<file path="config.mk">
export PLATFORM = sky130hd
export DESIGN_NAME = hazard_forward_unit_flat
export DESIGN_NICKNAME = d
export VERILOG_FILES = /design/src/rtl/hazard_forward_unit_pkg.sv /design/src/rtl/hazard_forward_unit_if.sv /design/src/rtl/hazard_forward_unit_fwd_match.sv /design/src/rtl/hazard_forward_unit.sv /design/src/flat_wrapper.sv
export SDC_FILE = /design/constraint.sdc
export NUM_CORES = 1
export LEC_CHECK = 0
export BUFFER_PORTS_ARGS = -buffer_cell sky130_fd_sc_hd__buf_2
export CAP_MARGIN = 20
export CORE_ASPECT_RATIO = 1.2
export CORE_MARGIN = 2
export CORE_UTILIZATION = 62
export DETAILED_ROUTE_END_ITERATION = 16
export PLACE_DENSITY_LB_ADDON = 0.08
export SLEW_MARGIN = 30
export SYNTH_ARGS = -nofsm -noshare
export SYNTH_HDL_FRONTEND = slang
export SYNTH_HIERARCHICAL = 1
export SYNTH_SLANG_ARGS = --single-unit
export TNS_END_PERCENT = 1
</file>
<file path="constraint.sdc">
create_clock -name clk -period 4.1 [get_ports clk]
set_input_delay 0.205 -clock clk [delete_from_list [all_inputs] [get_ports clk]]
set_output_delay 0.205 -clock clk [all_outputs]
set_load 0.02 [all_outputs]
</file>
<file path="src/rtl/hazard_forward_unit_pkg.sv">
// Shared types and constants for the Lapido forwarding/hazard unit.
package hfu_pkg;

  localparam int unsigned FWD_RF     = 0;
  localparam int unsigned HFU_AW_MAX = 8;

  function automatic int unsigned sel_w(input int unsigned depth);
    return $clog2(depth + 1);
  endfunction

  // rd is stored zero-extended to HFU_AW_MAX so one record type fits every REG_AW.
  typedef struct packed {
    logic                  v;
    logic                  wr;
    logic                  ld;
    logic [HFU_AW_MAX-1:0] rd;
  } stage_t;

endpackage

</file>
<file path="src/rtl/hazard_forward_unit_if.sv">
// ID-side request and EX/PC-side response bundle of the forwarding/hazard unit.
interface hfu_if import hfu_pkg::*; #(
  parameter int unsigned REG_AW = 4,
  parameter int unsigned DEPTH  = 3,
  parameter int unsigned CNT_W  = 16
);
  localparam int unsigned IW = sel_w(DEPTH);

  logic              id_valid;
  logic              id_regWrite;
  logic              id_memRead;
  logic [REG_AW-1:0] id_registerRD;
  logic [REG_AW-1:0] id_registerA;
  logic [REG_AW-1:0] id_registerB;
  logic              id_useA;
  logic              id_useB;
  logic              flush;
  logic              ext_stall;
  logic              stall;
  logic [IW-1:0]     forwardA;
  logic [IW-1:0]     forwardB;
  logic [CNT_W-1:0]  stall_count;

  modport master (
    output id_valid, id_regWrite, id_memRead, id_registerRD, id_registerA, id_registerB,
    output id_useA, id_useB, flush, ext_stall,
    input  stall, forwardA, forwardB, stall_count
  );

  modport slave (
    input  id_valid, id_regWrite, id_memRead, id_registerRD, id_registerA, id_registerB,
    input  id_useA, id_useB, flush, ext_stall,
    output stall, forwardA, forwardB, stall_count
  );

endinterface

</file>
<file path="src/rtl/hazard_forward_unit_fwd_match.sv">
// Priority matcher: lowest stage in START..STOP whose live writer targets the source.
module fwd_match import hfu_pkg::*; #(
  parameter  int unsigned DEPTH    = 3,
  parameter  int unsigned START    = 1,
  parameter  int unsigned STOP     = 2,
  parameter  bit          ZERO_REG = 1'b1,
  localparam int unsigned IW       = sel_w(DEPTH)
) (
  input  logic [DEPTH:1]                 i_v,
  input  logic [DEPTH:1]                 i_wr,
  input  logic [DEPTH:1][HFU_AW_MAX-1:0] i_rd,
  input  logic [HFU_AW_MAX-1:0]          i_src,
  input  logic                           i_use,
  output logic [IW-1:0]                  o_idx,
  output logic                           o_found
);

  logic w_src_ok;

  assign w_src_ok = i_use && !(ZERO_REG && (i_src == '0));

  // Scan oldest to youngest so the youngest hit is the one left standing.
  always_comb begin
    o_idx   = '0;
    o_found = 1'b0;
    for (int s = int'(DEPTH); s >= 1; s--) begin
      if ((s >= int'(START)) && (s <= int'(STOP)) && w_src_ok &&
          i_v[s] && i_wr[s] && (i_rd[s] == i_src)) begin
        o_idx   = IW'(s);
        o_found = 1'b1;
      end
    end
  end

endmodule

</file>
<file path="src/rtl/hazard_forward_unit.sv">
// Writer tracker producing EX forward selects, ID load-use stall and a stall counter.
module hazard_forward_unit import hfu_pkg::*; #(
  parameter int unsigned REG_AW     = 4,
  parameter int unsigned DEPTH      = 3,
  parameter int unsigned LOAD_STAGE = 3,
  parameter bit          ZERO_REG   = 1'b1,
  parameter int unsigned CNT_W      = 16
) (
  input logic  clk,
  input logic  rst_n,
  hfu_if.slave io_bus
);

  localparam int unsigned IW = sel_w(DEPTH);

  stage_t [DEPTH:1]        r_stg;
  logic [HFU_AW_MAX-1:0]   r_src_a;
  logic [HFU_AW_MAX-1:0]   r_src_b;
  logic                    r_use_a;
  logic                    r_use_b;
  logic [CNT_W-1:0]        r_cnt;

  logic [DEPTH:1]                 w_v;
  logic [DEPTH:1]                 w_wr;
  logic [DEPTH:1][HFU_AW_MAX-1:0] w_rd;
  logic [DEPTH:0]                 w_ld;
  logic [REG_AW-1:0]              w_id_rd_raw;
  logic [REG_AW-1:0]              w_id_a_raw;
  logic [REG_AW-1:0]              w_id_b_raw;
  logic [HFU_AW_MAX-1:0]          w_id_rd;
  logic [HFU_AW_MAX-1:0]          w_id_a;
  logic [HFU_AW_MAX-1:0]          w_id_b;
  logic [IW-1:0]                  w_fa_idx;
  logic [IW-1:0]                  w_fb_idx;
  logic [IW-1:0]                  w_sa_idx;
  logic [IW-1:0]                  w_sb_idx;
  logic                           w_fa_found;
  logic                           w_fb_found;
  logic                           w_sa_found;
  logic                           w_sb_found;
  logic                           w_haz_a;
  logic                           w_haz_b;
  logic                           w_stall;
  logic                           w_take;
  stage_t                         w_id_stg;

  assign w_id_rd_raw = io_bus.id_registerRD;
  assign w_id_a_raw  = io_bus.id_registerA;
  assign w_id_b_raw  = io_bus.id_registerB;
  assign w_id_rd     = HFU_AW_MAX'(w_id_rd_raw);
  assign w_id_a      = HFU_AW_MAX'(w_id_a_raw);
  assign w_id_b      = HFU_AW_MAX'(w_id_b_raw);

  always_comb begin
    w_v  = '0;
    w_wr = '0;
    w_rd = '0;
    w_ld = '0;
    for (int s = 1; s <= int'(DEPTH); s++) begin
      w_v[s]  = r_stg[s].v;
      w_wr[s] = r_stg[s].wr;
      w_rd[s] = r_stg[s].rd;
      w_ld[s] = r_stg[s].ld;
    end
  end

  fwd_match #(.DEPTH(DEPTH), .START(2), .STOP(DEPTH), .ZERO_REG(ZERO_REG)) u_fwd_a (
    .i_v(w_v), .i_wr(w_wr), .i_rd(w_rd), .i_src(r_src_a), .i_use(r_use_a),
    .o_idx(w_fa_idx), .o_found(w_fa_found)
  );

  fwd_match #(.DEPTH(DEPTH), .START(2), .STOP(DEPTH), .ZERO_REG(ZERO_REG)) u_fwd_b (
    .i_v(w_v), .i_wr(w_wr), .i_rd(w_rd), .i_src(r_src_b), .i_use(r_use_b),
    .o_idx(w_fb_idx), .o_found(w_fb_found)
  );

  fwd_match #(.DEPTH(DEPTH), .START(1), .STOP(DEPTH - 1), .ZERO_REG(ZERO_REG)) u_stall_a (
    .i_v(w_v), .i_wr(w_wr), .i_rd(w_rd), .i_src(w_id_a), .i_use(io_bus.id_useA),
    .o_idx(w_sa_idx), .o_found(w_sa_found)
  );

  fwd_match #(.DEPTH(DEPTH), .START(1), .STOP(DEPTH - 1), .ZERO_REG(ZERO_REG)) u_stall_b (
    .i_v(w_v), .i_wr(w_wr), .i_rd(w_rd), .i_src(w_id_b), .i_use(io_bus.id_useB),
    .o_idx(w_sb_idx), .o_found(w_sb_found)
  );

  // Only the youngest producer counts, so an ALU writer in front masks an older load.
  assign w_haz_a = w_sa_found && w_ld[w_sa_idx] && ((32'(w_sa_idx) + 32'd1) < LOAD_STAGE);
  assign w_haz_b = w_sb_found && w_ld[w_sb_idx] && ((32'(w_sb_idx) + 32'd1) < LOAD_STAGE);
  assign w_stall = io_bus.id_valid && (w_haz_a || w_haz_b);
  assign w_take  = io_bus.id_valid && !w_stall && !io_bus.flush;

  always_comb begin
    w_id_stg    = '0;
    w_id_stg.v  = 1'b1;
    w_id_stg.wr = io_bus.id_regWrite;
    w_id_stg.ld = io_bus.id_memRead;
    w_id_stg.rd = w_id_rd;
  end

  always_ff @(posedge clk or negedge rst_n) begin
    if (!rst_n) begin
      r_stg   <= '0;
      r_src_a <= '0;
      r_src_b <= '0;
      r_use_a <= 1'b0;
      r_use_b <= 1'b0;
      r_cnt   <= '0;
    end else if (!io_bus.ext_stall) begin
      for (int s = int'(DEPTH); s >= 2; s--) begin
        r_stg[s] <= r_stg[s-1];
      end
      r_stg[1] <= w_take ? w_id_stg : '0;
      if (w_take) begin
        r_src_a <= w_id_a;
        r_src_b <= w_id_b;
        r_use_a <= io_bus.id_useA;
        r_use_b <= io_bus.id_useB;
      end
      if (w_stall && (r_cnt != '1)) begin
        r_cnt <= r_cnt + 1'b1;
      end
    end
  end

  assign io_bus.stall       = w_stall;
  assign io_bus.forwardA    = w_fa_found ? w_fa_idx : IW'(FWD_RF);
  assign io_bus.forwardB    = w_fb_found ? w_fb_idx : IW'(FWD_RF);
  assign io_bus.stall_count = r_cnt;

endmodule

</file>
<file path="src/flat_wrapper.sv">
// flat-port wrapper written by rule: the top's interface ports become plain ports
module hazard_forward_unit_flat import hfu_pkg::*;
#(
  parameter int unsigned REG_AW     = 4,
  parameter int unsigned DEPTH      = 3,
  parameter int unsigned LOAD_STAGE = 3,
  parameter bit          ZERO_REG   = 1'b1,
  parameter int unsigned CNT_W      = 16
)
  (clk, rst_n, io_bus_id_valid, io_bus_id_regWrite, io_bus_id_memRead, io_bus_id_registerRD, io_bus_id_registerA, io_bus_id_registerB, io_bus_id_useA, io_bus_id_useB, io_bus_flush, io_bus_ext_stall, io_bus_stall, io_bus_forwardA, io_bus_forwardB, io_bus_stall_count);
  hfu_if #(.REG_AW(REG_AW), .DEPTH(DEPTH), .CNT_W(CNT_W)) io_bus_i ();
  input logic clk;
  input logic rst_n;
  input wire logic [$bits(io_bus_i.id_valid)-1:0] io_bus_id_valid;
  input wire logic [$bits(io_bus_i.id_regWrite)-1:0] io_bus_id_regWrite;
  input wire logic [$bits(io_bus_i.id_memRead)-1:0] io_bus_id_memRead;
  input wire logic [$bits(io_bus_i.id_registerRD)-1:0] io_bus_id_registerRD;
  input wire logic [$bits(io_bus_i.id_registerA)-1:0] io_bus_id_registerA;
  input wire logic [$bits(io_bus_i.id_registerB)-1:0] io_bus_id_registerB;
  input wire logic [$bits(io_bus_i.id_useA)-1:0] io_bus_id_useA;
  input wire logic [$bits(io_bus_i.id_useB)-1:0] io_bus_id_useB;
  input wire logic [$bits(io_bus_i.flush)-1:0] io_bus_flush;
  input wire logic [$bits(io_bus_i.ext_stall)-1:0] io_bus_ext_stall;
  output wire logic [$bits(io_bus_i.stall)-1:0] io_bus_stall;
  output wire logic [$bits(io_bus_i.forwardA)-1:0] io_bus_forwardA;
  output wire logic [$bits(io_bus_i.forwardB)-1:0] io_bus_forwardB;
  output wire logic [$bits(io_bus_i.stall_count)-1:0] io_bus_stall_count;
  assign io_bus_i.id_valid = io_bus_id_valid;
  assign io_bus_i.id_regWrite = io_bus_id_regWrite;
  assign io_bus_i.id_memRead = io_bus_id_memRead;
  assign io_bus_i.id_registerRD = io_bus_id_registerRD;
  assign io_bus_i.id_registerA = io_bus_id_registerA;
  assign io_bus_i.id_registerB = io_bus_id_registerB;
  assign io_bus_i.id_useA = io_bus_id_useA;
  assign io_bus_i.id_useB = io_bus_id_useB;
  assign io_bus_i.flush = io_bus_flush;
  assign io_bus_i.ext_stall = io_bus_ext_stall;
  assign io_bus_stall = io_bus_i.stall;
  assign io_bus_forwardA = io_bus_i.forwardA;
  assign io_bus_forwardB = io_bus_i.forwardB;
  assign io_bus_stall_count = io_bus_i.stall_count;
  hazard_forward_unit #(.REG_AW(REG_AW), .DEPTH(DEPTH), .LOAD_STAGE(LOAD_STAGE), .ZERO_REG(ZERO_REG), .CNT_W(CNT_W)) u_core (.clk(clk), .rst_n(rst_n), .io_bus(io_bus_i));
endmodule
</file>
# ---- Word level (Yosys, flattened, before mapping)
# Index checks and enable logic that the tools add are counted.
dict set report word_totals {
  reg_bits 59
  inputBits 21
  out_inout_bits 21
  wordCells 106
}
dict set report op_classes {
  n_addsub 3
  magnitude_cmp 4
  n_eq_ne 9
  n_mux 23
  bitwise 1
  reduce_logical 49
}
# operator n
set op_table {}
lappend op_table {{$eq 8x4->1} 8}
lappend op_table {{$lt 32x2->1 const B} 2}
lappend op_table {{$logic_and 1x1->1} 36}
lappend op_table {{$logic_not 8->1} 4}
lappend op_table {{$mux 2} 10}
lappend op_table {{$add 16x1->16 const B} 1}
lappend op_table {{$ne 16x16->1 const B} 1}
lappend op_table {{$mux 11} 1}
lappend op_table {{$mux 1} 10}
lappend op_table {{$add 2x1->3 const B} 2}
lappend op_table {{$logic_not 1->1} 6}
lappend op_table {{$lt 2x3->1 const B} 2}
lappend op_table {{$bmux 1 s2} 2}
lappend op_table {{$reduce_and 2->1} 2}
lappend op_table {{$logic_or 1x1->1} 1}
lappend op_table {{$not 1->1} 1}

# ---- Depth between registers and ports, before layout
# Gate-level depths: netlist of the first run.
dict set report depth {
  ltp_word 18
  mapped_depth 9
  depth_no_buf 8
}

# ---- Hierarchy
# Netlist of the first run, hierarchy kept.
# module instances cells_each area_per_inst_um2 seq_area_each_um2
set modules_own_cells {}
lappend modules_own_cells {hazard_forward_unit 1 144 1994.4 1126.1}
lappend modules_own_cells {{fwd_match (u_core.u_fwd_a ...)} 2 30 237.7 0.0}
lappend modules_own_cells {{fwd_match (u_core.u_stall_a ...)} 2 30 229.0 0.0}

# ---- Worst setup path before layout of the first run
# No wires, ideal clock.
dict set report synth_timing {
  path_type {register to register}
  from {register u_core/r_stg[14] in the netlist's numbering}
  to {register u_core.r_src_b[0]}
  setup_ps 127
  arrival_time_ps 2250
  required_ps 3973
  slack_ps 1722
  path_stages_with_launch 10
  n_path_buf 1
  period_less_slack_ps 2378
  path_cell_list {dfrtp_1 -> xor2_1 -> nor4_1 -> nand3_1 -> nor3b_1 -> nand4b_2 -> nand2_1 -> nor3_4 -> buf_4 -> mux2_1}
}
dict set report synth_via {
  elab_chain_len 14
  word_cells_on_any_way 30
  classes_between {add/sub: 2; order compare: 2; eq/ne: 2; mux: 12; reduce/logical: 12}
}
# item line
set synth_rtl {}
lappend synth_rtl {{from (decl)} hazard_forward_unit.sv:16} ;# stage_t [DEPTH:1] r_stg;
lappend synth_rtl {{from (signal, indexed assignment)} hazard_forward_unit.sv:111} ;# r_stg[s] <= r_stg[s-1];
lappend synth_rtl {{$eq 8x4->1 (*)} hazard_forward_unit_fwd_match.sv:28} ;# i_v[s] && i_wr[s] && (i_rd[s] == i_src)) begin
lappend synth_rtl {{$logic_and 1x1->1 (*)} hazard_forward_unit_fwd_match.sv:28}
lappend synth_rtl {{$mux 2 (*) (2 in series)} hazard_forward_unit_fwd_match.sv:27} ;# if ((s >= int'(START)) && (s <= int'(STOP)) && w_src_ok &&
lappend synth_rtl {{named net u_core.w_sa_idx[1]} hazard_forward_unit.sv:35} ;# logic [IW-1:0] w_sa_idx;
lappend synth_rtl {{parallel branches: the longest is 3 deep, another holds $lt 32x2->1} -}
lappend synth_rtl {{$logic_and 1x1->1 (*)} hazard_forward_unit.sv:88} ;# assign w_haz_a = w_sa_found && w_ld[w_sa_idx] && ((32'(w_sa_idx) + 32'd1) < LOAD_STAGE);
lappend synth_rtl {{$logic_or 1x1->1 (*)} hazard_forward_unit.sv:90} ;# assign w_stall = io_bus.id_valid && (w_haz_a || w_haz_b);
lappend synth_rtl {{$logic_and 1x1->1 (*)} hazard_forward_unit.sv:90}
lappend synth_rtl {{$logic_not 1->1 (*)} hazard_forward_unit.sv:91} ;# assign w_take = io_bus.id_valid && !w_stall && !io_bus.flush;
lappend synth_rtl {{$logic_and 1x1->1 (*) (2 in series)} hazard_forward_unit.sv:91}
lappend synth_rtl {{$reduce_and 2->1 (no line) (*)} -}
lappend synth_rtl {{to (signal assigned)} hazard_forward_unit.sv:116} ;# r_src_b <= w_id_b;
lappend synth_rtl {{to (decl)} hazard_forward_unit.sv:18} ;# logic [HFU_AW_MAX-1:0] r_src_b;
# Mark *: on every way through the listed nets, which the timed path passes. The select of a mux whose other input is x is not followed.
# A chain may end at the register's enable or synchronous reset.

# ---- Final worst setup path of the first run
dict set report layout_timing {
  from {register u_core/r_stg[14] in the netlist's numbering}
  to {register u_core.r_src_a[3]}
}
dict set report layout_via {
  elab_chain_len 14
  word_cells_on_any_way 30
  classes_between {add/sub: 2; order compare: 2; eq/ne: 2; mux: 12; reduce/logical: 12}
}
# item line
set layout_rtl {}
lappend layout_rtl {{$eq 8x4->1 (*)} hazard_forward_unit_fwd_match.sv:28}
lappend layout_rtl {{$logic_and 1x1->1 (*)} hazard_forward_unit_fwd_match.sv:28}
lappend layout_rtl {{$mux 2 (*) (2 in series)} hazard_forward_unit_fwd_match.sv:27}
lappend layout_rtl {{named net u_core.w_sb_idx[1]} hazard_forward_unit.sv:36} ;# logic [IW-1:0] w_sb_idx;
lappend layout_rtl {{parallel branches: the longest is 3 deep, another holds $lt 32x2->1} -}
lappend layout_rtl {{$logic_and 1x1->1 (*)} hazard_forward_unit.sv:89} ;# assign w_haz_b = w_sb_found && w_ld[w_sb_idx] && ((32'(w_sb_idx) + 32'd1) < LOAD_STAGE);
lappend layout_rtl {{$logic_or 1x1->1 (*)} hazard_forward_unit.sv:90}
lappend layout_rtl {{$logic_and 1x1->1 (*)} hazard_forward_unit.sv:90}
lappend layout_rtl {{$logic_not 1->1 (*)} hazard_forward_unit.sv:91}
lappend layout_rtl {{$logic_and 1x1->1 (*) (2 in series)} hazard_forward_unit.sv:91}
lappend layout_rtl {{$reduce_and 2->1 (no line) (*)} -}
lappend layout_rtl {{to (signal assigned)} hazard_forward_unit.sv:115} ;# r_src_a <= w_id_a;
lappend layout_rtl {{to (decl)} hazard_forward_unit.sv:17} ;# logic [HFU_AW_MAX-1:0] r_src_a;
# Marked as above.

==> out/results.ini, run 1 <==
[synth]
async_flop_share = 1.000
avgSynthCellArea_um2 = 11.09
synthCells = 264
synth_area_um2 = 2928
yosysWarnings = 6
synth-seq-area-share = 0.3846
synth_cell_types = 38
synth_ff_type = dfrtp_1
synth_edf_count = 0
synth-seq-cells = 45

[global_route]
grt.total_usage = 0.2454
grt_pass1_vias = 2192
grtUsageMet1 = 0.2700
antenna_found_initial = 0
use_met3 = 0.03966
grt_pass1_wl_um = 9646
grt_max_degree = 46
grt.busiest_layer = met2
global_route.overflow_total = 0
grt_util_met2 = 0.4490

[sta]
skew_ns = 0.006329
fmax_mhz = 369.2
rsz0062_at_grt = no
tns_ns = 0
setup_viol = 0
worst_slew_pin_slew_ns = 0.6185
finalCriticalPeriod_ns = 2.709
slew_headroom = 0.5863
fin_crit_sh = 0.6607
finalHoldViolCount = 0
maxSlewViolCount = 0

[setup_path]
start_kind = register
cp_num_buf_inv = 0
worstPathRequired_ns = 4.28
cp.depth = 8
r2r_setup_slack_ns = 1.39
worst_setup_path_end_kind = register
crit_fanout = 12
critPathSlowestCell = nor3_4
crit_chain = xor2_1 -> nor4_1 -> nand3_1 -> nor3b_1 -> nand4b_2 -> nand2_1 -> nor3_4 -> mux2_2
slowest_delay_ns = 0.55
critical_path.top_delay_family = simple AND/OR/NAND/NOR gates
rr_worst_depth = 8
worstPathArrival_ns = 2.89
critical_path_class = register to register

[placed_design]
portBuffers = 41
finalWeightedCongestion = 0.8417
hpwl_um = 4562
place_inst = 436

[power]
p_leak_uw = 0.001989
power_density_nw_per_um2 = 273.3
switchingPower_uw = 276.3
power_frac_seq = 0.538
internal-power_uw = 697.2
p_sw_frac = 0.2838
pwr-share-comb = 0.176
clkPwrFrac = 0.285
worst_ir_drop_vdd_uv = 233.2

[clocking]
post_cts_buffers = 0
clkSlewWorstSetupHoldPaths_ns = 0.08
cts_resized = 0
clk_latency_ns = 0.30
cts_num_sinks = 45
htree_num_levels = 2
hold_buffers = 1
cts_tree = yes
numCtsBuffers = 5
clockBufferDepth = 2
root_buffer = clkbuf_8

[cells_and_area]
antennaDiodeCount = 0
most-common-layout-cells = conb_1 (80), xor2_1 (64), dfrtp_1 (45), buf_2 (40), mux2_2 (19)
final_core_util = 0.7811
fin_nets = 408
final_common_cell = conb_1
layoutNonFillerInstCount = 444
syn_to_final_growth_pct = 21.67
layout-drive-gt1-share = 0.2254

[detailed_routing]
drt_first_pass_iters = 4
vias_per_cell = 4.980
drt-total-wl_um = 5909
drtIter0Drc = 59
wl_per_cell_um = 13.31
drtAntennaViolNets = 0
drc = 0
dr_total_vias = 2211

[worst_hold_path]
holdPathStages = 2
hold_class = primary input to register

[die]
die_area_um2 = 5290
die_y_um = 79.28
rows = 27
initial_core_util = 0.6420
ios = 42
die_w_um = 66.73
core_region_area_um2 = 4561

[outcome]
status = finished clean

[flow_run]
maxCapViolCount = 0

## power by group through the flow
stage | sequential [uW] | combinational, uW | clock [uW]
2_1_floorplan | 518 | 127 | 0
3_3_place_gp | 533 | 162 | 0
3_5_place_dp | 534 | 166 | 0
4_1_cts | 525 | 168 | 286
5_1_grt | 529 | 192 | 301
6_report | 524 | 171 | 278
## sequential cells by signal (all words and copies together) (netlist names)
signal,flops
u_core/r_stg,19
u_core/io_bus.stall_count,16
u_core/r_src_a,4
u_core/r_src_b,4
u_core/r_use_a,1
u_core/r_use_b,1
## cell type report
| type | count | area (um2) |
|---|---|---|
| timing repair buffer | 43 | 225.2 |
| multi-input combinational | 290 | 2048 |
| tap | 58 | 72.57 |
| fill | 332 | 998.5 |
| sequential | 45 | 1126 |
| inverter | 1 | 3.754 |
| clock buffer | 7 | 86.33 |
## cells in the mapped netlist, types with 2 or more instances
| cell type | n | area share |
|---|---|---|
| xor2_1 | 64 | 0.19 |
| nor3_1 | 11 | 0.019 |
| nor3b_2 | 3 | 0.013 |
| buf_4 | 3 | 0.0077 |
| and3_1 | 10 | 0.021 |
| mux2_2 | 19 | 0.073 |
| or4_4 | 4 | 0.015 |
| a21oi_1 | 4 | 0.0068 |
| nand4b_2 | 2 | 0.010 |
| and2_1 | 6 | 0.013 |
| a22o_1 | 6 | 0.018 |
| xnor2_1 | 14 | 0.042 |
| dfrtp_1 | 45 | 0.38 |
| nand2_1 | 7 | 0.0090 |
| nor2_1 | 4 | 0.0051 |
| and4_1 | 3 | 0.0090 |
| nand3_1 | 11 | 0.019 |
| or4_1 | 4 | 0.010 |
| nor3b_1 | 2 | 0.0051 |
| buf_1 | 2 | 0.0026 |
| nor4_1 | 8 | 0.017 |
| nor4_2 | 2 | 0.0085 |
| mux2_1 | 5 | 0.019 |
| a21o_1 | 2 | 0.0051 |
| nand2b_1 | 2 | 0.0043 |
| o21ai_2 | 4 | 0.012 |
| nand4_1 | 6 | 0.013 |
## worst paths after layout
path | to | from
setup / recovery | u_core/r_src_a[3] | u_core/r_stg[14]
hold / removal | u_core/r_stg[1] | io_bus_id_registerRD[1]
setup reg to reg | u_core/r_src_a[3] | u_core/r_stg[14]
hold reg to reg | u_core/io_bus.stall_count[7] | u_core/io_bus.stall_count[7]
max in group asynchronous | u_core/r_src_a[3] | rst_n
min in group asynchronous | u_core/io_bus.stall_count[14] | rst_n
## per-stage QoR
stage	hold WS, ns	worst slack [ns]	power (uW)	area [um2]
2_1_floorplan	-0.09059	1.722	644.9	3224
3_3_place_gp	0.4177	1.458	694.9	3463
3_5_place_dp	0.2385	1.401	700.4	3466
4_1_cts	0.1087	1.387	978.6	3562
5_1_grt	0.1117	1.212	1022	3562
6_report	0.1186	1.391	973.4	3562
## routing by layer
layer  vias to the layer above  share of wire
met5                         -              0
met4                         0          0.029
met3                        14          0.023
met2                        40           0.54
met1                      1051           0.41
li1                       1106              -
## cells by family (layout without fill, tap and decap cells)
kind of cell	count (synthesis)	in the layout	synth area share
compound gates	17	17	0.05128
mux	24	24	0.09231
buf+inv	8	51	0.01709
fa+ha+maj	1	1	0.004273
other cells	1	80	0.001281
simple gates	90	90	0.2158
flops	45	45	0.3846
xor+xnor	78	78	0.2333
Power figures use the tool's default switching activity.
==> inputs of run 2 (changes only) <==
--- a/config.mk
+++ b/config.mk
@@ -5,11 +5,12 @@
 export SDC_FILE = /design/constraint.sdc
 export NUM_CORES = 1
 export LEC_CHECK = 0
+export ABC_AREA = 1
 export BUFFER_PORTS_ARGS = -buffer_cell sky130_fd_sc_hd__buf_2
 export CAP_MARGIN = 20
 export CORE_ASPECT_RATIO = 1.2
 export CORE_MARGIN = 2
-export CORE_UTILIZATION = 62
+export CORE_UTILIZATION = 54
 export DETAILED_ROUTE_END_ITERATION = 16
 export PLACE_DENSITY_LB_ADDON = 0.08
 export SLEW_MARGIN = 30
==> constraint.sdc (replaced) <==
create_clock -name clk -period 2.3 [get_ports clk]
set_input_delay 0.115 -clock clk [delete_from_list [all_inputs] [get_ports clk]]
set_output_delay 0.115 -clock clk [all_outputs]
set_load 0.02 [all_outputs]
==> out/results.ini, run 2 <==
[outcome]
status = finished clean

[global_route]
grt_max_degree = 30
grt_pass1_wl_um = 16570
grt_pass1_vias = 3903
global_route.overflow_total = 0
grt.total_usage = 0.2624
antenna_found_initial = 0

[sta]
tns_ns = 0
fin_crit_sh = 0.9210
setup_slack_ns = 0.1816
rsz0062_at_grt = no
worst_slew_pin_slew_ns = 0.6500
finalCriticalPeriod_ns = 2.118
maxSlewViolCount = 0
finalHoldViolCount = 0
fmax_mhz = 472.1
skew_ns = 0.008558
slew_headroom = 0.5667
setup_viol = 0
timing.hold.ws_ns = 0.04930

[synth]
synth-seq-cells = 45
synth_area_um2 = 3876
synth_cell_types = 28
yosysWarnings = 6
synth_top_cell_by_area = dfrtp_1
yosys.area.top_type_share = 0.2905
synth_ff_type = dfrtp_1
muxShareOfSynthArea = 0
yosys.area_share.simple = 0.4709
synth-seq-area-share = 0.2905
synth-xor-area-share = 0.02260
synthCells = 673
synth-compound-area-share = 0.07230
synth_area_leaders = dfrtp_1 (29%), nand2_1 (27%), inv_1 (9.6%)
synth_commonest_cells = nand2_1 (283), inv_1 (99), nor2_1 (77)
synthAdderAreaFrac = 0.003228
async_flop_share = 1.000
synth_edf_count = 0
synth.most_common_cell = nand2_1
synth_top_family_by_area = simple AND/OR/NAND/NOR gates
avgSynthCellArea_um2 = 5.760

[worst_hold_path]
worstHoldStart = io_bus_id_registerRD[0]
hold_class = primary input to register

[placed_design]
place_inst = 917
hpwl_um = 7542
place_ws_ns = 0.08763
finalWeightedCongestion = 0.8743
portBuffers = 41

[detailed_routing]
drtAntennaViolNets = 0
vias_per_cell = 4.441
drt-total-wl_um = 9328
dr_total_vias = 4112
drc = 0
drt_first_pass_iters = 5
wl_per_cell_um = 10.07
drtIter0Drc = 216

[cells_and_area]
syn_to_final_growth_pct = 22.92
fill_cells = 677
layoutNonFillerInstCount = 926
final_common_cell = nand2_1
most-common-layout-cells = nand2_1 (281), conb_1 (120), inv_1 (99), nor2_1 (77), dfrtp_1 (42)
antennaDiodeCount = 0
largest_reg_flops = 19
layout-drive-gt1-share = 0.1573
largest-register = u_core/r_stg
fin_nets = 860
final_core_util = 0.6910

[die]
die_w_um = 81.34
die_y_um = 96.81
die_area_um2 = 7875
rows = 33
initial_core_util = 0.5621
ios = 42
core_region_area_um2 = 6895

[setup_path]
crit_fanout = 8
worstPathRequired_ns = 2.18
critical_path_class = register to output pin
reg2reg_from = u_core/r_stg[13]
worst_setup_path_end_kind = output pin
start_kind = register
startpoint = u_core/r_stg[13]
worstPathArrival_ns = 2.00

[clocking]
htree_num_levels = 2
cts_num_sinks = 45
clkSlewWorstSetupHoldPaths_ns = 0.09
clk_latency_ns = 0.31
numCtsBuffers = 5
clockBufferDepth = 2
root_buffer = clkbuf_8
cts_tree = yes

[flow_run]
maxCapViolCount = 0

[power]
worst_ir_drop_vdd_uv = 401.7
power_density_nw_per_um2 = 411.0
p_leak_uw = 0.002618

==> run 2: changes by cell type in the layout (fill, tap and decap cells not counted), moves of 21 or more <==
cell     before  now
inv_2         0   26
conb_1       80  120
nand2_1       7  281
o21ai_0       0   21
nor2_1        4   77
nand3_1      11   38
xor2_1       64    4
inv_1         1   99
==> run 2: final timing paths <==
kind                       cells after the start  slack, ns                             to
min                                            3       0.05                u_core/r_stg[0]
min reg2reg                                    2       0.52               u_core/r_stg[31]
max in group asynchronous                      3       1.30               u_core/r_stg[13]
max reg2reg                                   15       0.28  u_core/io_bus.stall_count[11]
min in group asynchronous                      2       0.37   u_core/io_bus.stall_count[3]
max                                           14       0.18                   io_bus_stall
==> run 2: cell type report <==
type	count	area (um2)	share of cell area
multi-input combinational	612	2661	0.5586
clock buffer	5	68.82	0.01444
tap	87	108.9	0.02285
sequential	45	1130	0.2371
inverter	125	469.2	0.09848
timing repair buffer	49	280.3	0.05882
clock inverter	3	46.29	0.009716
==> run 2: cells by family after synthesis <==
group / after synthesis
flip-flops: 45
AO/OA/AOI/OAI: 45
XOR/XNOR: 10
other: 1
buffers and inverters: 135
AND/OR/NAND/NOR: 436
adder cells (fa/ha/maj): 1
==> run 2: metrics by stage <==
stage	area, um2	total power [uW]
2_1_floorplan	4323	1222
4_1_cts	4756	1955
3_5_place_dp	4631	1343
3_3_place_gp	4631	1330
5_1_grt	4765	2087
6_report	4765	1958
==> run 2: where the power goes <==
part	switching [uW]	total, uW	leakage (uW)	internal (uW)
clock network	287	613	0.0000543	325
logic	268	420	0.00201	152
registers	81.3	925	0.000557	844
==> run 2: what timing repair did <==
action,4_1_cts,5_1_grt
hold endpoints to repair,27,0
setup buffers,0,0
hold buffers,1,0
setup endpoints to repair,0,15
gates resized for setup,0,5
==> run 2: routing by layer <==
metal  up-vias  part of all wire  track usage  wire, um
met3         8             0.030      0.03358       278
met1      1822              0.44       0.3189      4110
met4         0            0.0085      0.06519        79
met5         -                 0            0         0
met2        72              0.52       0.4767      4859
li1       2210                 -            -         -
==> run 2: critical path: stages, from the launching register on <==
cell	delay, ns
dfrtp_2	0.51
inv_1	0.07
nand2_1	0.07
nand2_1	0.05
nor2_1	0.11
nand2_1	0.08
nor2_2	0.08
nand2_1	0.08
nor2_2	0.10
inv_1	0.04
nand3_1	0.06
nand2_1	0.08
nand2_2	0.16
nor2_1	0.05
buf_2	0.16
==> inputs of run 3 (changes only) <==
--- a/config.mk
+++ b/config.mk
@@ -6,13 +6,14 @@
 export NUM_CORES = 1
 export LEC_CHECK = 0
 export ABC_AREA = 1
-export BUFFER_PORTS_ARGS = -buffer_cell sky130_fd_sc_hd__buf_2
 export CAP_MARGIN = 20
 export CORE_ASPECT_RATIO = 1.2
 export CORE_MARGIN = 2
-export CORE_UTILIZATION = 54
+export CORE_UTILIZATION = 59
 export DETAILED_ROUTE_END_ITERATION = 16
+export DONT_BUFFER_PORTS = 1
 export PLACE_DENSITY_LB_ADDON = 0.08
+export SETUP_SLACK_MARGIN = 0.4
 export SLEW_MARGIN = 30
 export SYNTH_ARGS = -nofsm -noshare
 export SYNTH_HDL_FRONTEND = slang
==> out/results.ini, run 3 (synthesized netlist as in run 2, its figures left out) <==
[outcome]
status = finished clean

[clocking]
cts_tree = yes
root_buffer = clkbuf_8
clockBufferDepth = 2
clkSlewWorstSetupHoldPaths_ns = 0.08
cts_num_sinks = 45
htree_num_levels = 2
clk_latency_ns = 0.30
numCtsBuffers = 5

[global_route]
grt_pass1_wl_um = 16860
grt_pass1_vias = 4062
grt_max_degree = 46
antenna_found_initial = 0
grt.total_usage = 0.2881
grtUsageMet1 = 0.3277
grt_util_met2 = 0.5424
grt.busiest_layer = met2
global_route.overflow_total = 0
use_met3 = 0.04386

[cells_and_area]
regArea_um2 = 1132
fill_cells = 569
final_core_util = 0.7547
final_common_cell = nand2_1
fin_nets = 843
largest_reg_flops = 19
layout-drive-gt1-share = 0.1267
largest-register = u_core/r_stg
most-common-layout-cells = nand2_1 (280), conb_1 (120), inv_1 (99), nor2_1 (74), dfrtp_1 (40)
syn_to_final_growth_pct = 24.73
antennaDiodeCount = 0
multi_input_area_um2 = 2681

[setup_path]
crit_fanout = 5
crit_top_cell = nand2_1
critPathSlowestCell = dfrtp_1
worstPathArrival_ns = 1.95
slowest_delay_ns = 0.44
critical_path_class = register to output pin
worstPathRequired_ns = 2.18
start_kind = register
crit_chain = nand2_1 -> nand2_1 -> inv_2 -> nand2_1 -> nor2_2 -> nand2_2 -> nor2_4 -> nor2_2 -> inv_1 -> nand3_1 -> nand2_2 -> nand2_4 -> nor2_1 -> buf_4
worst_setup_path_end_kind = output pin

[die]
ios = 42
rows = 32
die_area_um2 = 7237
initial_core_util = 0.6051
die_w_um = 77.99
core_region_area_um2 = 6406
die_y_um = 92.79

[worst_hold_path]
hold_class = primary input to register

[detailed_routing]
dr_total_vias = 4207
vias_per_cell = 4.643
drt-total-wl_um = 9872
wl_per_cell_um = 10.90
drtIter0Drc = 247
drc = 0
drtAntennaViolNets = 0
drt_first_pass_iters = 5

[placed_design]
finalWeightedCongestion = 0.9395
portBuffers = 0
hpwl_um = 7231

[sta]
fmax_mhz = 485.3
skew_ns = 0.006668
rsz0062_at_grt = yes
tns_ns = 0
slew_headroom = 0.5667
finalCriticalPeriod_ns = 2.061
finalHoldViolCount = 0
worst_slew_pin_slew_ns = 0.6478
fin_crit_sh = 0.8959
setup_viol = 0
maxSlewViolCount = 0

[power]
worst_ir_drop_vdd_uv = 509.8
power_density_nw_per_um2 = 400.6
p_leak_uw = 0.002581

[flow_run]
maxCapViolCount = 0

-- run 3: path summary, 6_finish.rpt --
| check | cells after the start | slack, ns | start | endpoint |
|---|---|---|---|---|
| worst max register to register | 16 | 0.26 | u_core/r_stg[1] | u_core/io_bus.stall_count[1] |
| worst min-delay path | 3 | 0.06 | io_bus_flush | u_core/r_stg[0] |
| min in group asynchronous | 2 | 0.30 | rst_n | u_core/io_bus.stall_count[7] |
| max in group asynchronous | 2 | 1.77 | rst_n | u_core/r_stg[11] |
| worst min register to register | 2 | 0.52 | u_core/r_use_b | u_core/r_use_b |
| worst max-delay path | 14 | 0.24 | u_core/r_stg[1] | io_bus_stall |
-- run 3: metal layers --
layer | part of all wire | up-vias
met1 | 0.41 | 1881
met2 | 0.52 | 125
met5 | 0 | -
li1 | - | 2175
met4 | 0.026 | 0
met3 | 0.045 | 26
-- run 3: cell type report --
class	instances	share of cell area
sequential	45	0.2342
clock buffer	5	0.01423
inverter	125	0.09757
multi-input combinational	612	0.5546
clock inverter	2	0.007246
tap	85	0.02200
timing repair buffer	32	0.07013
-- run 3: critical path, delay by kind of cell (launching register included) --
family / cells / cell delay (ns)
AND/OR/NAND/NOR: 11 / 0.93
buffers and inverters: 3 / 0.25
flip-flops: 1 / 0.44
-- run 3: what timing repair did --
action,in CTS,in global routing
gates cloned,0,1
hold buffers,19,0
endpoints found under the setup margin,30,33
pin swaps,0,3
buffers inserted,3,3
hold endpoints to repair,73,0
gates resized for setup,7,11
-- run 3: power breakdown --
group | leakage [uW] | total, uW | switching, uW | internal (uW)
logic | 0.00197 | 434 | 267 | 167
clock network | 0.0000540 | 582 | 266 | 316
registers | 0.000554 | 921 | 75.6 | 845
total | 0.00258 | 1940 | 609 | 1330
-- run 3: metrics by stage --
| step | hold WS [ns] | worst slack (ns) | area [um2] | std cells | power, uW |
|---|---|---|---|---|---|
| 2_1_floorplan | -0.1806 | 0.4340 | 4323 | 792 | 1222 |
| 3_3_place_gp | -0.1791 | 0.1593 | 4403 | 873 | 1274 |
| 3_5_place_dp | -0.1794 | 0.1001 | 4403 | 873 | 1288 |
| 4_1_cts | 0.05019 | 0.3097 | 4757 | 902 | 1922 |
| 5_1_grt | 0.05907 | 0.1492 | 4835 | 906 | 2057 |
| 6_report | 0.06103 | 0.2394 | 4835 | 906 | 1937 |
